**config.mk**
```make
export PLATFORM = sky130hd
export DESIGN_NAME = uart_mmio_flat
export DESIGN_NICKNAME = d
export VERILOG_FILES = /design/src/rtl/uart_mmio_pkg.sv /design/src/rtl/uart_mmio_if.sv /design/src/rtl/uart_mmio_sync_fifo.sv /design/src/rtl/uart_mmio.sv /design/src/flat_wrapper.sv
export SDC_FILE = /design/constraint.sdc
export NUM_CORES = 1
export LEC_CHECK = 0
export CAP_MARGIN = 0
export CORE_AREA = 2 2 83 164
export DETAILED_ROUTE_END_ITERATION = 10
export DIE_AREA = 0 0 85 166
export PLACE_DENSITY_LB_ADDON = 0.2
export RECOVER_POWER = 50
export SLEW_MARGIN = 5
export SYNTH_ARGS = -nofsm -noshare
export SYNTH_HDL_FRONTEND = slang
export SYNTH_HIERARCHICAL = 1
export SYNTH_SLANG_ARGS = --single-unit
```
**constraint.sdc**
```tcl
create_clock -name clk -period 8.9 [get_ports clk]
set_input_delay 1.78 -clock clk [delete_from_list [all_inputs] [get_ports clk]]
set_output_delay 1.78 -clock clk [all_outputs]
set_load 0.03 [all_outputs]
```
**src/rtl/uart_mmio_pkg.sv**
```systemverilog
// Shared register map, STATUS bit positions and serial FSM states for uart_mmio.
package uart_mmio_pkg;

  localparam logic [1:0] OFF_TXDATA = 2'd0;
  localparam logic [1:0] OFF_RXDATA = 2'd1;
  localparam logic [1:0] OFF_STATUS = 2'd2;
  localparam logic [1:0] OFF_RSVD   = 2'd3;

  localparam int unsigned ST_TX_FULL   = 0;
  localparam int unsigned ST_TX_EMPTY  = 1;
  localparam int unsigned ST_RX_VALID  = 2;
  localparam int unsigned ST_RX_OVR    = 3;
  localparam int unsigned ST_RX_FERR   = 4;
  localparam int unsigned ST_TX_DROP   = 5;

  typedef enum logic [1:0] {
    IDLE  = 2'd0,
    START = 2'd1,
    DATA  = 2'd2,
    STOP  = 2'd3
  } uart_state_t;

endpackage

```
**src/rtl/uart_mmio_if.sv**
```systemverilog
// CPU byte bus as seen by a memory-mapped peripheral.
interface uart_mmio_if;
  logic [15:0] addr;
  logic        we;
  logic        rd;
  logic [7:0]  din;
  logic [7:0]  dout;
  logic        hit;

  modport master (output addr, we, rd, din, input dout, hit);
  modport slave  (input addr, we, rd, din, output dout, hit);
endinterface

```
**src/rtl/uart_mmio_sync_fifo.sv**
```systemverilog
// Synchronous first-word-fall-through FIFO; push and pop may coincide.
module sync_fifo #(
  parameter int unsigned WIDTH = 8,
  parameter int unsigned DEPTH = 8
) (
  input  logic             clk,
  input  logic             rst,
  input  logic             push,
  input  logic             pop,
  input  logic [WIDTH-1:0] wdata,
  output logic [WIDTH-1:0] rdata,
  output logic             full,
  output logic             empty
);

  localparam int unsigned AW = $clog2(DEPTH);
  localparam int unsigned CW = AW + 1;

  logic [WIDTH-1:0] mem_q [DEPTH];
  logic [AW-1:0]    wr_ptr_q, wr_ptr_d, rd_ptr_q, rd_ptr_d;
  logic [CW-1:0]    count_q, count_d;
  logic             push_ok, pop_ok;

  assign full  = (count_q == CW'(DEPTH));
  assign empty = (count_q == '0);
  assign rdata = mem_q[rd_ptr_q];

  // Pointer and occupancy update; a push into a full FIFO is ignored.
  always_comb begin
    push_ok  = push && !full;
    pop_ok   = pop && !empty;
    wr_ptr_d = wr_ptr_q + AW'(push_ok);
    rd_ptr_d = rd_ptr_q + AW'(pop_ok);
    count_d  = count_q + CW'(push_ok) - CW'(pop_ok);
  end

  // Control registers.
  always_ff @(posedge clk) begin
    if (rst) begin
      wr_ptr_q <= '0;
      rd_ptr_q <= '0;
      count_q  <= '0;
    end else begin
      wr_ptr_q <= wr_ptr_d;
      rd_ptr_q <= rd_ptr_d;
      count_q  <= count_d;
    end
  end

  // Storage array, no reset needed.
  always_ff @(posedge clk) begin
    if (push_ok) mem_q[wr_ptr_q] <= wdata;
  end

endmodule

```
**src/rtl/uart_mmio.sv**
```systemverilog
// Memory-mapped 8N1 UART: 4-byte register window, TX FIFO, single RX holding byte.
module uart_mmio
  import uart_mmio_pkg::*;
#(
  parameter logic [15:0] BASE_ADDR    = 16'd992,
  parameter int unsigned CLKS_PER_BIT = 434,
  parameter int unsigned TX_DEPTH     = 8
) (
  input  logic       clk,
  input  logic       rst,
  uart_mmio_if.slave bus,
  output logic       uart_tx,
  input  logic       uart_rx
);

  localparam int unsigned BW        = $clog2(CLKS_PER_BIT);
  localparam logic [BW-1:0] BAUD_LAST = BW'(CLKS_PER_BIT - 1);
  localparam logic [BW-1:0] BAUD_HALF = BW'(CLKS_PER_BIT / 2 - 1);

  // Bus side
  logic [15:0] off_full;
  logic [1:0]  off;
  logic        in_win, push, rd_rx, rd_st;
  logic [7:0]  status, dout_q, dout_d;
  logic        hit_q, hit_d;
  logic        rx_valid_q, rx_valid_d, rx_ovr_q, rx_ovr_d;
  logic        rx_ferr_q, rx_ferr_d, tx_drop_q, tx_drop_d;
  logic [7:0]  rx_data_q, rx_data_d;

  // TX side
  uart_state_t tx_state_q, tx_state_d;
  logic [BW-1:0] tx_cnt_q, tx_cnt_d;
  logic [2:0]  tx_bit_q, tx_bit_d;
  logic [7:0]  tx_shift_q, tx_shift_d;
  logic        tx_q, tx_d, tx_empty;
  logic        fifo_pop, fifo_full, fifo_empty;
  logic [7:0]  fifo_rdata;

  // RX side
  uart_state_t rx_state_q, rx_state_d;
  logic [BW-1:0] rx_cnt_q, rx_cnt_d;
  logic [2:0]  rx_bit_q, rx_bit_d;
  logic [7:0]  rx_shift_q, rx_shift_d;
  logic        rx_s1_q, rx_s2_q, rx_prev_q;
  logic        rx_load, rx_ferr;

  sync_fifo #(.WIDTH(8), .DEPTH(TX_DEPTH)) u_tx_fifo (
    .clk   (clk),
    .rst   (rst),
    .push  (push),
    .pop   (fifo_pop),
    .wdata (bus.din),
    .rdata (fifo_rdata),
    .full  (fifo_full),
    .empty (fifo_empty)
  );

  assign bus.dout = dout_q;
  assign bus.hit  = hit_q;
  assign uart_tx  = tx_q;

  // Address decode, read mux and status flag updates (a new event wins over a same-cycle clear).
  always_comb begin
    off_full = bus.addr - BASE_ADDR;
    in_win   = (off_full < 16'd4);
    off      = off_full[1:0];
    push     = bus.we && in_win && (off == OFF_TXDATA);
    rd_rx    = bus.rd && in_win && (off == OFF_RXDATA);
    rd_st    = bus.rd && in_win && (off == OFF_STATUS);
    tx_empty = fifo_empty && (tx_state_q == IDLE);

    status              = '0;
    status[ST_TX_FULL]  = fifo_full;
    status[ST_TX_EMPTY] = tx_empty;
    status[ST_RX_VALID] = rx_valid_q;
    status[ST_RX_OVR]   = rx_ovr_q;
    status[ST_RX_FERR]  = rx_ferr_q;
    status[ST_TX_DROP]  = tx_drop_q;

    hit_d  = in_win;
    dout_d = '0;
    if (in_win) begin
      case (off)
        OFF_RXDATA: dout_d = rx_data_q;
        OFF_STATUS: dout_d = status;
        default:    dout_d = '0;
      endcase
    end

    rx_data_d  = rx_load ? rx_shift_q : rx_data_q;
    rx_valid_d = (rx_valid_q && !rd_rx) || rx_load;
    rx_ovr_d   = (rx_ovr_q && !rd_st) || (rx_load && rx_valid_q && !rd_rx);
    rx_ferr_d  = (rx_ferr_q && !rd_st) || rx_ferr;
    tx_drop_d  = (tx_drop_q && !rd_st) || (push && fifo_full);
  end

  // TX FSM: line value is registered alongside the state it belongs to.
  always_comb begin
    tx_state_d = tx_state_q;
    tx_cnt_d   = tx_cnt_q + 1'b1;
    tx_bit_d   = tx_bit_q;
    tx_shift_d = tx_shift_q;
    tx_d       = 1'b1;
    fifo_pop   = 1'b0;
    case (tx_state_q)
      IDLE: begin
        tx_cnt_d = '0;
        if (!fifo_empty) begin
          fifo_pop   = 1'b1;
          tx_shift_d = fifo_rdata;
          tx_state_d = START;
          tx_d       = 1'b0;
        end
      end
      START: begin
        tx_d = 1'b0;
        if (tx_cnt_q == BAUD_LAST) begin
          tx_cnt_d   = '0;
          tx_bit_d   = '0;
          tx_state_d = DATA;
          tx_d       = tx_shift_q[0];
        end
      end
      DATA: begin
        tx_d = tx_shift_q[0];
        if (tx_cnt_q == BAUD_LAST) begin
          tx_cnt_d = '0;
          if (tx_bit_q == 3'd7) begin
            tx_state_d = STOP;
            tx_d       = 1'b1;
          end else begin
            tx_bit_d   = tx_bit_q + 1'b1;
            tx_shift_d = {1'b0, tx_shift_q[7:1]};
            tx_d       = tx_shift_q[1];
          end
        end
      end
      STOP: begin
        if (tx_cnt_q == BAUD_LAST) begin
          tx_cnt_d = '0;
          if (!fifo_empty) begin
            fifo_pop   = 1'b1;
            tx_shift_d = fifo_rdata;
            tx_state_d = START;
            tx_d       = 1'b0;
          end else begin
            tx_state_d = IDLE;
          end
        end
      end
      default: tx_state_d = IDLE;
    endcase
  end

  // RX FSM: start validated at mid-bit, data sampled at bit centres, leaves half a stop bit early.
  always_comb begin
    rx_state_d = rx_state_q;
    rx_cnt_d   = rx_cnt_q + 1'b1;
    rx_bit_d   = rx_bit_q;
    rx_shift_d = rx_shift_q;
    rx_load    = 1'b0;
    rx_ferr    = 1'b0;
    case (rx_state_q)
      IDLE: begin
        rx_cnt_d = '0;
        if (rx_prev_q && !rx_s2_q) rx_state_d = START;
      end
      START: begin
        if (rx_cnt_q == BAUD_HALF) begin
          rx_cnt_d   = '0;
          rx_bit_d   = '0;
          rx_state_d = rx_s2_q ? IDLE : DATA;
        end
      end
      DATA: begin
        if (rx_cnt_q == BAUD_LAST) begin
          rx_cnt_d   = '0;
          rx_shift_d = {rx_s2_q, rx_shift_q[7:1]};
          rx_bit_d   = rx_bit_q + 1'b1;
          if (rx_bit_q == 3'd7) rx_state_d = STOP;
        end
      end
      STOP: begin
        if (rx_cnt_q == BAUD_LAST) begin
          rx_cnt_d   = '0;
          rx_state_d = IDLE;
          rx_load    = rx_s2_q;
          rx_ferr    = !rx_s2_q;
        end
      end
      default: rx_state_d = IDLE;
    endcase
  end

  // All block state, synchronous reset.
  always_ff @(posedge clk) begin
    if (rst) begin
      dout_q     <= '0;
      hit_q      <= 1'b0;
      rx_valid_q <= 1'b0;
      rx_ovr_q   <= 1'b0;
      rx_ferr_q  <= 1'b0;
      tx_drop_q  <= 1'b0;
      rx_data_q  <= '0;
      tx_state_q <= IDLE;
      tx_cnt_q   <= '0;
      tx_bit_q   <= '0;
      tx_shift_q <= '0;
      tx_q       <= 1'b1;
      rx_state_q <= IDLE;
      rx_cnt_q   <= '0;
      rx_bit_q   <= '0;
      rx_shift_q <= '0;
      rx_s1_q    <= 1'b1;
      rx_s2_q    <= 1'b1;
      rx_prev_q  <= 1'b1;
    end else begin
      dout_q     <= dout_d;
      hit_q      <= hit_d;
      rx_valid_q <= rx_valid_d;
      rx_ovr_q   <= rx_ovr_d;
      rx_ferr_q  <= rx_ferr_d;
      tx_drop_q  <= tx_drop_d;
      rx_data_q  <= rx_data_d;
      tx_state_q <= tx_state_d;
      tx_cnt_q   <= tx_cnt_d;
      tx_bit_q   <= tx_bit_d;
      tx_shift_q <= tx_shift_d;
      tx_q       <= tx_d;
      rx_state_q <= rx_state_d;
      rx_cnt_q   <= rx_cnt_d;
      rx_bit_q   <= rx_bit_d;
      rx_shift_q <= rx_shift_d;
      rx_s1_q    <= uart_rx;
      rx_s2_q    <= rx_s1_q;
      rx_prev_q  <= rx_s2_q;
    end
  end

endmodule

```
**src/flat_wrapper.sv**
```systemverilog
// flat-port wrapper written by rule: the top's interface ports become plain ports
module uart_mmio_flat import uart_mmio_pkg::*;
#(
  parameter logic [15:0] BASE_ADDR    = 16'd992,
  parameter int unsigned CLKS_PER_BIT = 434,
  parameter int unsigned TX_DEPTH     = 8
)
  (clk, rst, uart_tx, uart_rx, bus_addr, bus_we, bus_rd, bus_din, bus_dout, bus_hit);
  uart_mmio_if bus_i ();
  input  logic clk;
  input  logic rst;
  output logic uart_tx;
  input  logic uart_rx;
  input wire logic [$bits(bus_i.addr)-1:0] bus_addr;
  input wire logic [$bits(bus_i.we)-1:0] bus_we;
  input wire logic [$bits(bus_i.rd)-1:0] bus_rd;
  input wire logic [$bits(bus_i.din)-1:0] bus_din;
  output wire logic [$bits(bus_i.dout)-1:0] bus_dout;
  output wire logic [$bits(bus_i.hit)-1:0] bus_hit;
  assign bus_i.addr = bus_addr;
  assign bus_i.we = bus_we;
  assign bus_i.rd = bus_rd;
  assign bus_i.din = bus_din;
  assign bus_dout = bus_i.dout;
  assign bus_hit = bus_i.hit;
  uart_mmio #(.BASE_ADDR(BASE_ADDR), .CLKS_PER_BIT(CLKS_PER_BIT), .TX_DEPTH(TX_DEPTH)) u_core (.clk(clk), .rst(rst), .bus(bus_i), .uart_tx(uart_tx), .uart_rx(uart_rx));
endmodule
```
==> results of run 1 <==
kinds of logic (layout without fill, tap and decap cells):
kind of cell	after synthesis	count (layout)	synth area share [%]
AND/OR/NAND/NOR	165	165	13.6
flip-flops	143	143	56.0
multiplexers	58	58	13.7
AO/OA/AOI/OAI	48	48	5.82
buffers and inverters	38	93	2.76
adder cells (fa/ha/maj)	29	29	5.92
XOR/XNOR	16	16	2.24
power by group through the flow:
stage / clock network, mW / logic, mW / registers [mW]
after floorplan: 0 / 0.258 / 0.755
after global placement: 0 / 0.323 / 0.765
after detailed placement: 0 / 0.331 / 0.767
after CTS: 0.701 / 0.335 / 0.754
after global routing: 0.726 / 0.363 / 0.757
final: 0.684 / 0.327 / 0.753
stage by stage:
step | instances | setup slack (ns) | total power, mW | utilization, %
final | 704 | 3.83 | 1.76 | 56.8
after global routing | 704 | 3.60 | 1.85 | 56.8
after CTS | 704 | 3.87 | 1.79 | 56.9
after detailed placement | 672 | 3.50 | 1.10 | 52.3
after global placement | 672 | 3.62 | 1.09 | 52.3
after floorplan | 497 | 4.44 | 1.01 | -
cell type report:
| class | count | area [sq um] | area share, % |
|---|---|---|---|
| Timing Repair Buffer | 42 | 402 | 5.47 |
| Clock inverter | 7 | 45.0 | 0.614 |
| Inverter | 19 | 71.3 | 0.972 |
| Multi-Input combinational cell | 316 | 2580 | 35.1 |
| Tap cell | 152 | 190 | 2.59 |
| Sequential cell | 143 | 3500 | 47.7 |
| Clock buffer | 25 | 548 | 7.47 |
critical path, cell delays in order:
cell and delay, ns:
clkdlybuf4s50_1 0.52, ha_1 0.25, nor4_1 0.29, o2111ai_1 0.15, a211o_1 0.40, nor3_1 0.52
nand3_1 0.24, nor3_1 0.93
synthesized netlist by cell type (all sizes together), types with 2 or more instances:
cell	n
dfxtp	79
edfxtp	64
nor2	63
ha	28
mux2i	26
nand2	26
inv	18
mux2	16
mux4	16
nor3	12
nor2b	11
nor4	11
a21oi	10
clkbuf	10
nand3	10
buf	9
xnor2	9
a22oi	8
nand4	7
o21ai	7
xor2	7
and3	4
nand2b	4
a31oi	3
or3	3
a221oi	2
a22o	2
a31o	2
a32oi	2
and2	2
nand3b	2
nor3b	2
o31ai	2
or2	2
layer usage:
metal	track usage (%)	vias up	wire (microns)
li1	-	1919	-
met1	16.8	1932	4220
met2	34.0	68	7060
met3	4.03	10	353
met4	7.18	0	149
met5	0	-	0
cells in the final DEF (no fill, tap or decap), drive strengths merged, types with 4 or more instances in the layout:
cell type and count:
nand3 10, a22oi 8, and3 4, inv 20, o21ai 7, mux2 16, nand4 7, clkbuf 26
clkinv 4, nand2b 4, mux2i 26, dlygate4sd3 8, mux4 16, buf 4, dfxtp 79, ha 28
xor2 7, nor4 11, nor2 63, nor2b 11, edfxtp 64, clkdlybuf4s50 29, nor3 12, a21oi 10
xnor2 9, nand2 26
sequential cells by signal, indices dropped and copies added (netlist names), 4 cells and up, named ones only:
signal,count
u_core/bus.dout,8
u_core/rx_cnt_q,9
u_core/rx_data_q,8
u_core/rx_shift_q,8
u_core/tx_cnt_q,9
u_core/tx_shift_q,8
u_core/u_tx_fifo/count_q,4
u_core/u_tx_fifo/mem_q,64
final timing paths:
check | slack, ns | cells past startpoint | end | startpoint
setup / recovery | 3.83 | 8 | u_core/u_tx_fifo/mem_q[1][1]$_DFFE_PP_ | bus_addr[6]
setup reg to reg | 5.92 | 10 | u_core/u_tx_fifo/count_q[1]$_SDFF_PP0_ | u_core/tx_cnt_q[6]$_SDFF_PP0_
hold / removal | 0.42 | 1 | u_core/rx_s2_q$_SDFF_PP1_ | u_core/rx_s1_q$_SDFF_PP1_
hold reg to reg | 0.42 | 1 | u_core/rx_s2_q$_SDFF_PP1_ | u_core/rx_s1_q$_SDFF_PP1_
==> impl_metrics.ini, run 1 <==
[sta]
rsz0062_at_grt = false
period_needed_ns = 5.07
finalHoldViolCount = 0
whs_ns = 0.422
maxSlewHeadroom_pct = -57.2
setup_viol = 0
setup_tns_ns = 0
fin_crit_sh_pct = 56.9
finalMaxSlewViolations = 56
worst_slew_pin_slew_ns = 2.36
max_freq_ghz = 0.197
fin_skew_ns = 0.00808

[grt]
grt.total_usage_pct = 17.4
grt_overflow_total = 0
grt_max_degree = 56
first_global_vias = 4122
grt_first_pass_wirelength_mm = 19.3
grt_antenna_before_repair = 0

[floorplan]
initial_utilization_pct = 48.5
die_y_microns = 166
core-area_sq_um = 12900
dieArea_sq_um = 14100
io_pins = 39
fp.dieW_microns = 85
rows = 59

[logic_synthesis]
synth_top_area_share_pct = 30.7
synth_top_area_cell = edfxtp_1
synth_ff_type = dfxtp_1
synthCells = 497
seq_area_frac_synth_pct = 56.0
synth_cell_types = 66
avgSynthCellArea_sq_um = 12.6
syn_nets = 555
async_flop_share_pct = 0
ys_ff_latch = 143
ys_warn_count = 6
synth_edf_count = 64
synth.area.top_cells = edfxtp_1 (31%), dfxtp_1 (25%), mux4_1 (6.3%)
synth_area_sq_um = 6260

[power]
p_leak_nw = 2.62
pwr-share-seq_pct = 42.7
peakVddDrop_v = 0.000186
switching_share_pct = 25.9
power.switching_uw = 457
internal_power_mw = 1.31
combPwrFrac_pct = 18.5
power_density_nw_per_um2 = 240
pwr-share-clk_pct = 38.8

[placement]
routabilityCongestion = 0.785
io_buffers = 38
dp_hpwl_mm = 8.40
placed_cell_area_sq_um = 6760

[clock_tree]
cts_root_buf = clkbuf_16
cts_tree = built
cts_buffer_depth = 2
htreeDepth = 4
path_clk_slew_ns = 0.06
cts_buffers = 17
cts_hold_buf = 0
cts_setup_buffers = 0
ctsResizeCount = 0
clkSinkCount = 143
clk_latency_ns = 0.41

[drt]
viasPerCell = 5.58
drtAntennaViolNets = 0
drc = 0
routed_wl_mm = 11.8
dr_total_vias = 3929
drt_iter0_markers = 120
detail_route.wl_per_cell_microns = 16.7
drt-pass1-iter-count = 4

[status]
status = complete, but fails checks
violations = max-capacitance violations, max-slew violations

[flow_run]
drv_cap = 1

[worst_setup_path]
arrival_ns = 5.08
worst_setup_path_start_kind = input port
endpoint_kind = register
path_class = in -> reg
crit_required_ns = 8.92
cp_max_fo = 13

[final_layout]
nets = 597
drive_above_1_share_pct = 12.0
syn2layout_area_growth_pct = 17.2
antenna_cells = 0
fillers = 1040
post-route-cell-area_sq_um = 7340

[hold_path]
min_path_type = reg -> reg
Power figures use the tool's default switching activity.
==> run 2, diff against run 1 <==
==> constraint.sdc (replaced) <==
create_clock -name clk -period 5.27 [get_ports clk]
set_input_delay 1.054 -clock clk [delete_from_list [all_inputs] [get_ports clk]]
set_output_delay 1.054 -clock clk [all_outputs]
set_load 0.03 [all_outputs]
==> impl_metrics.ini, run 2 (synthesized netlist as in run 1, its figures left out) <==
[status]
status = complete, but fails checks
violations = max-capacitance violations, max-slew violations

[sta]
rsz0062_at_grt = false
finalMaxSlewViolations = 55
setup_tns_ns = 0
setup_viol = 0
maxSlewHeadroom_pct = -52.9
finalHoldViolCount = 0
period_needed_ns = 4.24
fin_skew_ns = 0.0116
worst_slew_pin_slew_ns = 2.29
fin_crit_sh_pct = 80.5
max_freq_ghz = 0.236
whs_ns = 0.421

[final_layout]
layout_commonest_cell = dfxtp_1
drive_above_1_share_pct = 11.7
nets = 599
fillers = 1031
largest_registers = u_core/u_tx_fifo/mem_q x64, u_core/rx_cnt_q x9, u_core/tx_cnt_q x9
most-common-layout-cells = dfxtp_1 (79), edfxtp_1 (64), nor2_1 (62)
largest_reg_flops = 64
antenna_cells = 0
largest_register = u_core/u_tx_fifo/mem_q
syn2layout_area_growth_pct = 18.6

[clock_tree]
htreeDepth = 4
ctsResizeCount = 0
cts_setup_buffers = 0
cts_buffer_depth = 2
cts_root_buf = clkbuf_16
cts_hold_buf = 0
cts_tree = built
clkSinkCount = 143
path_clk_slew_ns = 0.06
clk_latency_ns = 0.41
cts_buffers = 17

[grt]
first_global_vias = 4275
grt_antenna_before_repair = 0
grt_max_degree = 55
grt_overflow_total = 0
grt.total_usage_pct = 18.3
grt_first_pass_wirelength_mm = 20.6

[placement]
dp_hpwl_mm = 8.59
routabilityCongestion = 0.809
io_buffers = 38

[worst_setup_path]
ff2ff_setup_slack_ns = 2.30
path_class = in -> reg
r2r.worst_path.cells = 10
endpoint_kind = register
worst_setup_path_start_kind = input port
cp_max_fo = 13
r2r_start = u_core/tx_cnt_q[6]$_SDFF_PP0_
crit_required_ns = 5.47
arrival_ns = 4.45
r2r-end = u_core/u_tx_fifo/count_q[1]$_SDFF_PP0_

[floorplan]
initial_utilization_pct = 48.5
dieArea_sq_um = 14100
core-area_sq_um = 12900
die_y_microns = 166
io_pins = 39
fp.dieW_microns = 85
rows = 59

[drt]
detail_route.wl_per_cell_microns = 16.9
viasPerCell = 5.62
drc = 0
drt_iter0_markers = 215
drtAntennaViolNets = 0
drt-pass1-iter-count = 6
dr_total_vias = 3970
routed_wl_mm = 11.9

[power]
power_density_nw_per_um2 = 426
p_leak_nw = 2.65
peakVddDrop_v = 0.000292

[hold_path]
min_path_type = reg -> reg
hold_path_depth = 1
min_from = u_core/rx_s1_q$_SDFF_PP1_
hold_end = u_core/rx_s2_q$_SDFF_PP1_

[flow_run]
drv_cap = 1
==> run 2: cell count changes in the layout (fill, tap and decap cells not counted), sizes merged <==
cell,previous run,this run
buf,4,5
clkbuf,26,21
bufinv,0,6
==> run 2: area by class of cell <==
cell class	instances	area, sq um	area share (%)
Multi-Input combinational cell	316	2580	34.7
Inverter	19	71.3	0.960
Timing Repair Buffer	44	415	5.59
Tap cell	152	190	2.56
Clock inverter	13	234	3.15
Sequential cell	143	3500	47.2
Clock buffer	19	433	5.83
==> run 2: metal layers <==
layer,vias up,wire length [microns],track usage (%)
met2,63,7150,35.4
met3,11,323,3.93
met1,1972,4320,18.8
li1,1924,-,-
met5,-,0,0
met4,0,128,6.28
==> run 2: how the worst max path moves through the flow <==
stage | slack [ns] | cells past startpoint | end | start
5_1_grt | 0.78 | 13 | u_core/u_tx_fifo/count_q[2]$_SDFF_PP0_ | bus_addr[6]
2_1_floorplan | 1.54 | 13 | u_core/u_tx_fifo/count_q[2]$_SDFF_PP0_ | bus_addr[5]
3_5_place_dp | 0.74 | 13 | u_core/u_tx_fifo/count_q[2]$_SDFF_PP0_ | bus_addr[6]
3_3_place_gp | 0.89 | 13 | u_core/u_tx_fifo/count_q[2]$_SDFF_PP0_ | bus_addr[6]
6_report | 1.03 | 13 | u_core/u_tx_fifo/count_q[2]$_SDFF_PP0_ | bus_addr[6]
4_1_cts | 1.15 | 13 | u_core/u_tx_fifo/count_q[2]$_SDFF_PP0_ | bus_addr[6]
==> run 2: metrics by stage <==
stage / std cells / instance area [sq um] / util [%] / power (mW) / worst slack (ns)
2_1_floorplan: 497 / 6260 / - / 1.71 / 1.54
3_3_place_gp: 674 / 6770 / 52.4 / 1.84 / 0.887
3_5_place_dp: 674 / 6770 / 52.4 / 1.86 / 0.739
4_1_cts: 706 / 7440 / 57.6 / 3.21 / 1.15
5_1_grt: 706 / 7430 / 57.5 / 3.32 / 0.777
6_report: 706 / 7430 / 57.5 / 3.17 / 1.03
==> run 2: worst max-delay path, cell delays in order <==
cell	delay, ns
clkdlybuf4s50_1	0.54
ha_1	0.26
nor4_1	0.30
o2111ai_1	0.15
a211o_1	0.39
nor3_1	0.47
nand2_1	0.15
ha_1	0.30
inv_1	0.04
ha_1	0.20
fa_1	0.38
xnor2_1	0.15
nor2_1	0.06
==> run 2: power by group <==
| group | total [mW] | switching (mW) | internal (mW) |
|---|---|---|---|
| clock | 1.34 | 0.451 | 0.890 |
| combinational | 0.550 | 0.282 | 0.268 |
| sequential | 1.28 | 0.0569 | 1.22 |
==> run 3, diff against run 2 <==
==> constraint.sdc (replaced) <==
create_clock -name clk -period 3.4 [get_ports clk]
set_input_delay 0.68 -clock clk [delete_from_list [all_inputs] [get_ports clk]]
set_output_delay 0.68 -clock clk [all_outputs]
set_load 0.03 [all_outputs]
==> impl_metrics.ini, run 3 (synthesized netlist as in run 1, its figures left out) <==
[drt]
routed_wl_mm = 12.2
viasPerCell = 5.62
drt-pass1-iter-count = 4
drc = 0
drt_iter0_markers = 139
dr_total_vias = 4055
drtAntennaViolNets = 0
detail_route.wl_per_cell_microns = 16.8

[clock_tree]
clk_latency_ns = 0.41
htreeDepth = 4
cts_tree = built
cts_hold_buf = 0
path_clk_slew_ns = 0.06
cts_buffers = 17
clkSinkCount = 143
cts_buffer_depth = 2
cts_root_buf = clkbuf_16

[power]
finalPower_mw = 4.62
peakVddDrop_v = 0.000461
p_leak_nw = 2.71
power_density_nw_per_um2 = 620

[worst_setup_path]
endpoint_kind = register
r2r-end = u_core/u_tx_fifo/count_q[1]$_SDFF_PP0_
path_class = in -> reg
worst_setup_path_start_kind = input port
cp_max_fo = 2
r2r_start = u_core/tx_cnt_q[6]$_SDFF_PP0_
crit_end = u_core/u_tx_fifo/count_q[2]$_SDFF_PP0_
arrival_ns = 3.40
r2r.worst_path.cells = 10
startpoint = bus_addr[5]
ff2ff_setup_slack_ns = 0.52
crit_required_ns = 3.69

[final_layout]
layout_commonest_cell = dfxtp_1
largest_registers = u_core/u_tx_fifo/mem_q x64, u_core/rx_cnt_q x9, u_core/tx_cnt_q x9
nets = 615
most-common-layout-cells = dfxtp_1 (79), edfxtp_1 (64), nor2_1 (62)
syn2layout_area_growth_pct = 19.0
drive_above_1_share_pct = 14.9
antenna_cells = 0
largest_reg_flops = 64
finish.utilization_pct = 57.7
fillers = 1011
largest_register = u_core/u_tx_fifo/mem_q

[status]
status = completed

[sta]
rsz0062_at_grt = false
worst_slew_pin_slew_ns = 1.20
finalHoldViolCount = 0
period_needed_ns = 3.11
fin_skew_ns = 0.0104
fin_crit_sh_pct = 91.4
max_freq_ghz = 0.322
setup_viol = 0
maxSlewHeadroom_pct = 19.9
setup_tns_ns = 0
finalMaxSlewViolations = 0

[floorplan]
dieArea_sq_um = 14100
initial_utilization_pct = 48.5
core-area_sq_um = 12900
rows = 59
fp.dieW_microns = 85
die_y_microns = 166
io_pins = 39

[placement]
io_buffers = 38
routabilityCongestion = 0.808
dp_hpwl_mm = 8.66

[hold_path]
min_path_type = reg -> reg

[grt]
grt_antenna_before_repair = 0
grt_first_pass_wirelength_mm = 20.0
first_global_vias = 4221
grt_max_degree = 30
grt_overflow_total = 0
grt.total_usage_pct = 18.0

[flow_run]
drv_cap = 0
## run 3: worst min-delay path by stage
stage,slack (ns),start,to,cells after the start
after CTS,0.43,u_core/rx_s1_q$_SDFF_PP1_,u_core/rx_s2_q$_SDFF_PP1_,1
after global routing,0.45,u_core/rx_s1_q$_SDFF_PP1_,u_core/rx_s2_q$_SDFF_PP1_,1
final,0.42,u_core/rx_s1_q$_SDFF_PP1_,u_core/rx_s2_q$_SDFF_PP1_,1
after floorplan,0.39,u_core/rx_s1_q$_SDFF_PP1_,u_core/rx_s2_q$_SDFF_PP1_,1
after global placement,0.40,u_core/rx_s1_q$_SDFF_PP1_,u_core/rx_s2_q$_SDFF_PP1_,1
after detailed placement,0.40,u_core/rx_s1_q$_SDFF_PP1_,u_core/rx_s2_q$_SDFF_PP1_,1
## run 3: stage by stage
stage / cell area, sq um / hold slack (ns) / setup WS [ns] / cells
floorplan: 6260 / 0.389 / 0.0414 / 497
global placement: 6880 / 0.404 / -0.295 / 689
detailed placement: 6880 / 0.403 / -0.387 / 689
CTS: 7450 / 0.428 / 0.00528 / 721
global route: 7450 / 0.449 / 0.0684 / 722
finish: 7450 / 0.419 / 0.292 / 722
## run 3: final cells by class
| class | count | area [sq um] | share of cell area [%] |
|---|---|---|---|
| clock inverter | 15 | 140 | 1.88 |
| tap | 152 | 190 | 2.55 |
| timing repair buffer | 60 | 536 | 7.19 |
| inverter | 19 | 71.3 | 0.957 |
| clock buffer | 17 | 425 | 5.71 |
| multi-input combinational | 316 | 2580 | 34.7 |
| sequential | 143 | 3500 | 47.0 |
## run 3: per-layer routing
layer / GRT usage [%] / part of all wire [%] / vias to the layer above
li1: - / - / 1951
met1: 17.3 / 37 / 2012
met2: 35.3 / 59 / 77
met3: 4.22 / 2.9 / 15
met4: 6.83 / 1.5 / 0
met5: 0 / 0 / -
## run 3: worst max-delay path, cell delays in order
cell	delay, ns
clkdlybuf4s50_1	0.42
ha_1	0.31
nor4_2	0.15
o2111ai_1	0.14
a211o_1	0.27
nor3_2	0.16
nand2_1	0.11
ha_1	0.29
inv_1	0.04
ha_1	0.20
fa_1	0.39
xnor2_1	0.17
nor2_1	0.05
## run 3: timing repair
| action | CTS | global route |
|---|---|---|
| resized for setup | 0 | 2 |
| buffers inserted | 0 | 1 |
| endpoints found under the setup margin | 0 | 3 |
## run 3: power by group
group	internal (mW)	total, mW	leakage, nW	switching, mW
sequential	1.89	1.97	1.21	0.0789
clock	0.971	1.76	0.271	0.789
combinational	0.426	0.891	1.23	0.465
total	3.28	4.62	2.71	1.33
